==> src/rtl/alsu_spi_cmd_rx.sv <==
// SPI mode-0 slave that turns 16-bit command frames into ALSU controls
// and shifts the previous ALSU result back out on miso.
`timescale 1ns/1ps
module alsu_spi_cmd_rx #(
  parameter int SYNC_STAGES = 2,
  parameter int FRAME_BITS  = 16
) (
  input  logic       clk,
  input  logic       rst,
  input  logic       sclk,
  input  logic       ss_n,
  input  logic       mosi,
  output logic       miso,
  input  logic [5:0] result,
  output logic [2:0] A,
  output logic [2:0] B,
  output logic [2:0] opcode,
  output logic       cin,
  output logic       serial_in,
  output logic       direction,
  output logic       red_op_A,
  output logic       red_op_B,
  output logic       bypass_A,
  output logic       bypass_B,
  output logic       cmd_valid,
  output logic       frame_err
);

  localparam int CW = $clog2(FRAME_BITS + 2);

  typedef enum logic [1:0] {IDLE, SHIFT, LOAD, ERR} state_t;

  state_t state;

  logic [SYNC_STAGES-1:0] sclk_sync;
  logic [SYNC_STAGES-1:0] ss_sync;
  logic [SYNC_STAGES-1:0] mosi_sync;
  logic                   sclk_d;
  logic                   ss_d;

  logic sclk_s, ss_s, mosi_s;
  logic sclk_rise, sclk_fall;
  logic ss_rise, ss_fall;

  logic [CW-1:0]         cnt;
  logic [FRAME_BITS-1:0] sr;
  logic [5:0]            res_sr;
  logic                  pend;

  assign sclk_s = sclk_sync[SYNC_STAGES-1];
  assign ss_s   = ss_sync[SYNC_STAGES-1];
  assign mosi_s = mosi_sync[SYNC_STAGES-1];

  assign sclk_rise = sclk_s & ~sclk_d;
  assign sclk_fall = ~sclk_s & sclk_d;
  assign ss_rise   = ss_s & ~ss_d;
  assign ss_fall   = ~ss_s & ss_d;

  assign miso = ~ss_s & res_sr[5];

  always_ff @(posedge clk or posedge rst) begin
    if (rst) begin
      sclk_sync <= '0;
      ss_sync   <= '1;
      mosi_sync <= '0;
      sclk_d    <= 1'b0;
      ss_d      <= 1'b1;
    end else begin
      sclk_sync <= {sclk_sync[SYNC_STAGES-2:0], sclk};
      ss_sync   <= {ss_sync[SYNC_STAGES-2:0], ss_n};
      mosi_sync <= {mosi_sync[SYNC_STAGES-2:0], mosi};
      sclk_d    <= sclk_s;
      ss_d      <= ss_s;
    end
  end

  always_ff @(posedge clk or posedge rst) begin
    if (rst) begin
      state     <= IDLE;
      cnt       <= '0;
      sr        <= '0;
      res_sr    <= '0;
      pend      <= 1'b0;
      cmd_valid <= 1'b0;
      frame_err <= 1'b0;
      {opcode, A, B, cin, serial_in, direction,
       red_op_A, red_op_B, bypass_A, bypass_B} <= '0;
    end else begin
      cmd_valid <= 1'b0;
      frame_err <= 1'b0;
      case (state)
        IDLE: begin
          if (ss_fall || pend) begin
            pend   <= 1'b0;
            cnt    <= '0;
            sr     <= '0;
            res_sr <= result;
            state  <= SHIFT;
          end
        end
        SHIFT: begin
          // ss_n rise wins over a coincident sclk edge
          if (ss_rise) begin
            state <= (cnt == CW'(FRAME_BITS)) ? LOAD : ERR;
          end else if (sclk_rise) begin
            sr <= {sr[FRAME_BITS-2:0], mosi_s};
            if (cnt != CW'(FRAME_BITS + 1))
              cnt <= cnt + 1'b1;
          end else if (sclk_fall) begin
            res_sr <= {res_sr[4:0], 1'b0};
          end
        end
        LOAD: begin
          {opcode, A, B, cin, serial_in, direction,
           red_op_A, red_op_B, bypass_A, bypass_B} <= sr;
          cmd_valid <= 1'b1;
          if (ss_fall) pend <= 1'b1;
          state <= IDLE;
        end
        ERR: begin
          frame_err <= 1'b1;
          if (ss_fall) pend <= 1'b1;
          state <= IDLE;
        end
        default: state <= IDLE;
      endcase
    end
  end

endmodule

==> config.mk <==
export PLATFORM = sky130hd
export DESIGN_NAME = alsu_spi_cmd_rx
export DESIGN_NICKNAME = d
export VERILOG_FILES = /design/src/rtl/alsu_spi_cmd_rx.sv
export SDC_FILE = /design/constraint.sdc
export NUM_CORES = 1
export LEC_CHECK = 0
export ABC_CLOCK_PERIOD_IN_PS = 1700
export BUFFER_PORTS_ARGS = -buffer_cell sky130_fd_sc_hd__buf_2
export CAP_MARGIN = 20
export CORE_AREA = 2 2 80 82
export DETAILED_ROUTE_END_ITERATION = 10
export DIE_AREA = 0 0 82 84
export PLACE_DENSITY = 0.58
export SLEW_MARGIN = 10
export SYNTH_ARGS = -nofsm -noshare
export SYNTH_HDL_FRONTEND = slang
export SYNTH_SLANG_ARGS = --single-unit
==> constraint.sdc <==
create_clock -name clk -period 1.7 [get_ports clk]
set_input_delay 0.34 -clock clk [delete_from_list [all_inputs] [get_ports clk]]
set_output_delay 0.34 -clock clk [all_outputs]
set_load 0.02 [all_outputs]
==> results.json <==
{
  "max_stage_delay_ns": 0.55,
  "rr_startpoint": "ss_d$_DFF_PP1_",
  "ir_drop_v": 0.0005146,
  "portBuffers": 29,
  "cp_top_family": "flip-flops",
  "hold_class": "in -> async",
  "routed_via_density": 4.692,
  "clock-sinks": 56,
  "ctsHtreeMaxLevel": 2,
  "cap_violations": 0,
  "p_per_area_nw_per_um2": 1277,
  "antenna_cells": 0,
  "hold_violations": 0,
  "vias": 1525,
  "antenna_found_initial": 0,
  "dp_hpwl_um": 2484,
  "rsz0062_at_grt": "no",
  "num_rows": 29,
  "yosysWarnings": 0,
  "clockBufferDepth": 2,
  "gp_congestion": 0.7810,
  "crit_fanout": 7,
  "critPathArrivalTime_ns": 1.80,
  "ant_nets": 0,
  "stdcell_count": 325,
  "cp-start-kind": "register",
  "p_leak_nw": 1.273,
  "cts_tree": "built",
  "die_x_um": 82,
  "grt_max_degree": 57,
  "top_level_ports": 30,
  "start_util_pct": 38.32,
  "status": "completed",
  "grt_overflow": 0,
  "cts_buffers": 5,
  "syn_avg_cell_area_um2": 10.87,
  "cp_data_required_time_ns": 1.90,
  "grt_pass1_vias": 1504,
  "wire_per_inst_um": 11.74,
  "maxSlewHeadroom_pct": 72.29,
  "slew_violations": 0,
  "synthesis.area_um2": 2336,
  "drive_gt1_share_pct": 22.58,
  "first_iter_violations": 134,
  "dieArea_um2": 6888,
  "setup-violations-final": 0,
  "setup_tns_ns": 0,
  "crit_path_top_delay_cell": "dfstp_2",
  "clkTransAtPathRegs_ns": 0.11,
  "grt_usage_pct": 12.50,
  "core_um2": 6096,
  "synth_seq_area_share_pct": 60.15,
  "crit_path_end_kind": "register",
  "grt_pass1_wl_um": 6658,
  "path_cells": "nor2b_2, o21ai_4, nand2_1, mux2_2",
  "drc": 0,
  "nNetsFinal": 261,
  "min_period_ns": 1.599,
  "syn_nets": 229,
  "rr_worst_depth": 4,
  "wirelength_um": 3814,
  "placed_cells": 317,
  "syn_inst": 215,
  "synth_seq_cells": 56,
  "period_share_pct": 94.07,
  "critPathKind": "reg -> reg",
  "die_h_um": 84,
  "fmax_mhz": 625.3,
  "insertion_delay_ns": 0.31,
  "syn2layout_area_growth_pct": 14.35,
  "rrSetupSlack_ns": 0.10,
  "worst-path-buf-inv": 0,
  "n_fill_cell": 610,
  "cts-root-buf": "clkbuf_8",
  "clock_skew_ns": 0.01029,
  "tightest_slew_ns": 0.4157,
  "netlist-cell-type-count": 29,
  "firstDrtPassIters": 4,
  "r2r-end": "res_sr[3]$_DFFE_PP0P_"
}
==> cell usage in the layout (no fill, tap or decap), types with 3 or more instances in the layout <==
cell / synthesis / layout
clkbuf_8: 0 / 5
mux2i_1: 18 / 18
nor2_1: 4 / 4
ha_1: 3 / 3
buf_2: 1 / 29
inv_1: 26 / 25
dfstp_2: 3 / 3
mux2_2: 5 / 5
a21oi_1: 4 / 4
o21ai_0: 17 / 17
o22ai_1: 3 / 3
nand2b_1: 3 / 3
dfrtp_1: 53 / 53
nand2_1: 49 / 49
buf_4: 1 / 3
==> metal layers <==
layer | track usage, % | vias up | routed length, um
met5 | 0 | - | 0
met4 | 4.545 | 0 | 65
met3 | 3.463 | 4 | 116
met2 | 19.81 | 21 | 1754
met1 | 16.17 | 739 | 1877
li1 | - | 761 | -
==> how the worst max path moves through the flow <==
| stage | startpoint | endpoint | cells past startpoint |
|---|---|---|---|
| floorplan | ss_d$_DFF_PP1_ | res_sr[1]$_DFFE_PP0P_ | 4 |
| global placement | ss_d$_DFF_PP1_ | res_sr[4]$_DFFE_PP0P_ | 4 |
| detailed placement | ss_d$_DFF_PP1_ | res_sr[2]$_DFFE_PP0P_ | 4 |
| CTS | ss_d$_DFF_PP1_ | res_sr[3]$_DFFE_PP0P_ | 4 |
| global route | ss_d$_DFF_PP1_ | res_sr[3]$_DFFE_PP0P_ | 4 |
| finish | ss_d$_DFF_PP1_ | res_sr[3]$_DFFE_PP0P_ | 4 |
==> flip-flops by register name, indices dropped and copies added (netlist names), 2 cells and up <==
register / cells
opcode: 3
ss_sync: 2
cnt: 5
sr: 16
state: 2
sclk_sync: 2
mosi_sync: 2
res_sr: 6
B: 3
A: 3
==> synth_stat cells, drive strengths merged <==
cell type	count	share of area, %
nand2b	3	0.80
nand4b	2	1.4
and2	1	0.27
nor3	2	0.43
nand4	2	0.54
ha	3	1.6
a311oi	1	0.38
o22ai	3	0.80
nand2	50	8.4
o21ai	18	4.3
mux2i	18	7.7
mux2	5	2.4
a32oi	1	0.70
a21oi	4	0.86
a31oi	2	0.54
and3	1	0.27
o2bb2ai	1	0.38
nor2b	4	1.1
dfrtp	53	57
buf	3	1.4
dfstp	3	3.4
inv	26	4.2
clkbuf	5	0.80
nor2	4	0.64
==> metrics by stage <==
| stage | cell area, um^2 | setup slack [ns] | util [%] | power, mW | hold slack [ns] |
|---|---|---|---|---|---|
| finish | 2671 | 0.1008 | 43.82 | 3.411 | 0.07503 |
| CTS | 2671 | 0.08632 | 43.82 | 3.462 | 0.09274 |
| floorplan | 2340 | 0.1601 | - | 2.462 | 0.3312 |
| detailed placement | 2575 | 0.02700 | 42.24 | 2.701 | 0.3347 |
| global route | 2671 | 0.02071 | 43.82 | 3.662 | 0.1004 |
| global placement | 2575 | 0.06171 | 42.24 | 2.683 | 0.3317 |
==> power breakdown <==
part,switching (mW),internal [mW]
registers,0.156,1.57
logic,0.559,0.373
clock network,0.453,0.301
==> logic make-up after synthesis <==
group                    count (synthesis)  share of synthesized area [%]
AND/OR/NAND/NOR                         69                          13.77
AO/OA/AOI/OAI                           30                          7.981
flip-flops                              56                          60.15
multiplexers                            23                          10.12
adder cells (fa/ha/maj)                  3                          1.607
buffers and inverters                   34                          6.374
==> area by class of cell <==
class                      instances  area, um^2  share of cell area (%)
multi-input combinational        125       787.0                   29.46
sequential                        56        1405                   52.60
clock buffer                       5       68.82                   2.576
timing repair buffer              33       187.7                   7.026
clock inverter                     3       25.02                  0.9368
tap                               77       96.34                   3.607
inverter                          26       101.3                   3.794
==> worst reg2reg max path: stages (launching register included) <==
cell	delay, ns
dfstp_2	0.55
nor2b_2	0.22
o21ai_4	0.12
nand2_1	0.24
mux2_2	0.37
==> timing repair <==
item / 4_1_cts / 5_1_grt
hold buffers: 0 / 0
endpoints found under the setup margin: 5 / 0
gates resized for setup: 1 / 0
buffers inserted: 0 / 0
(Power assumes the default switching activity.)
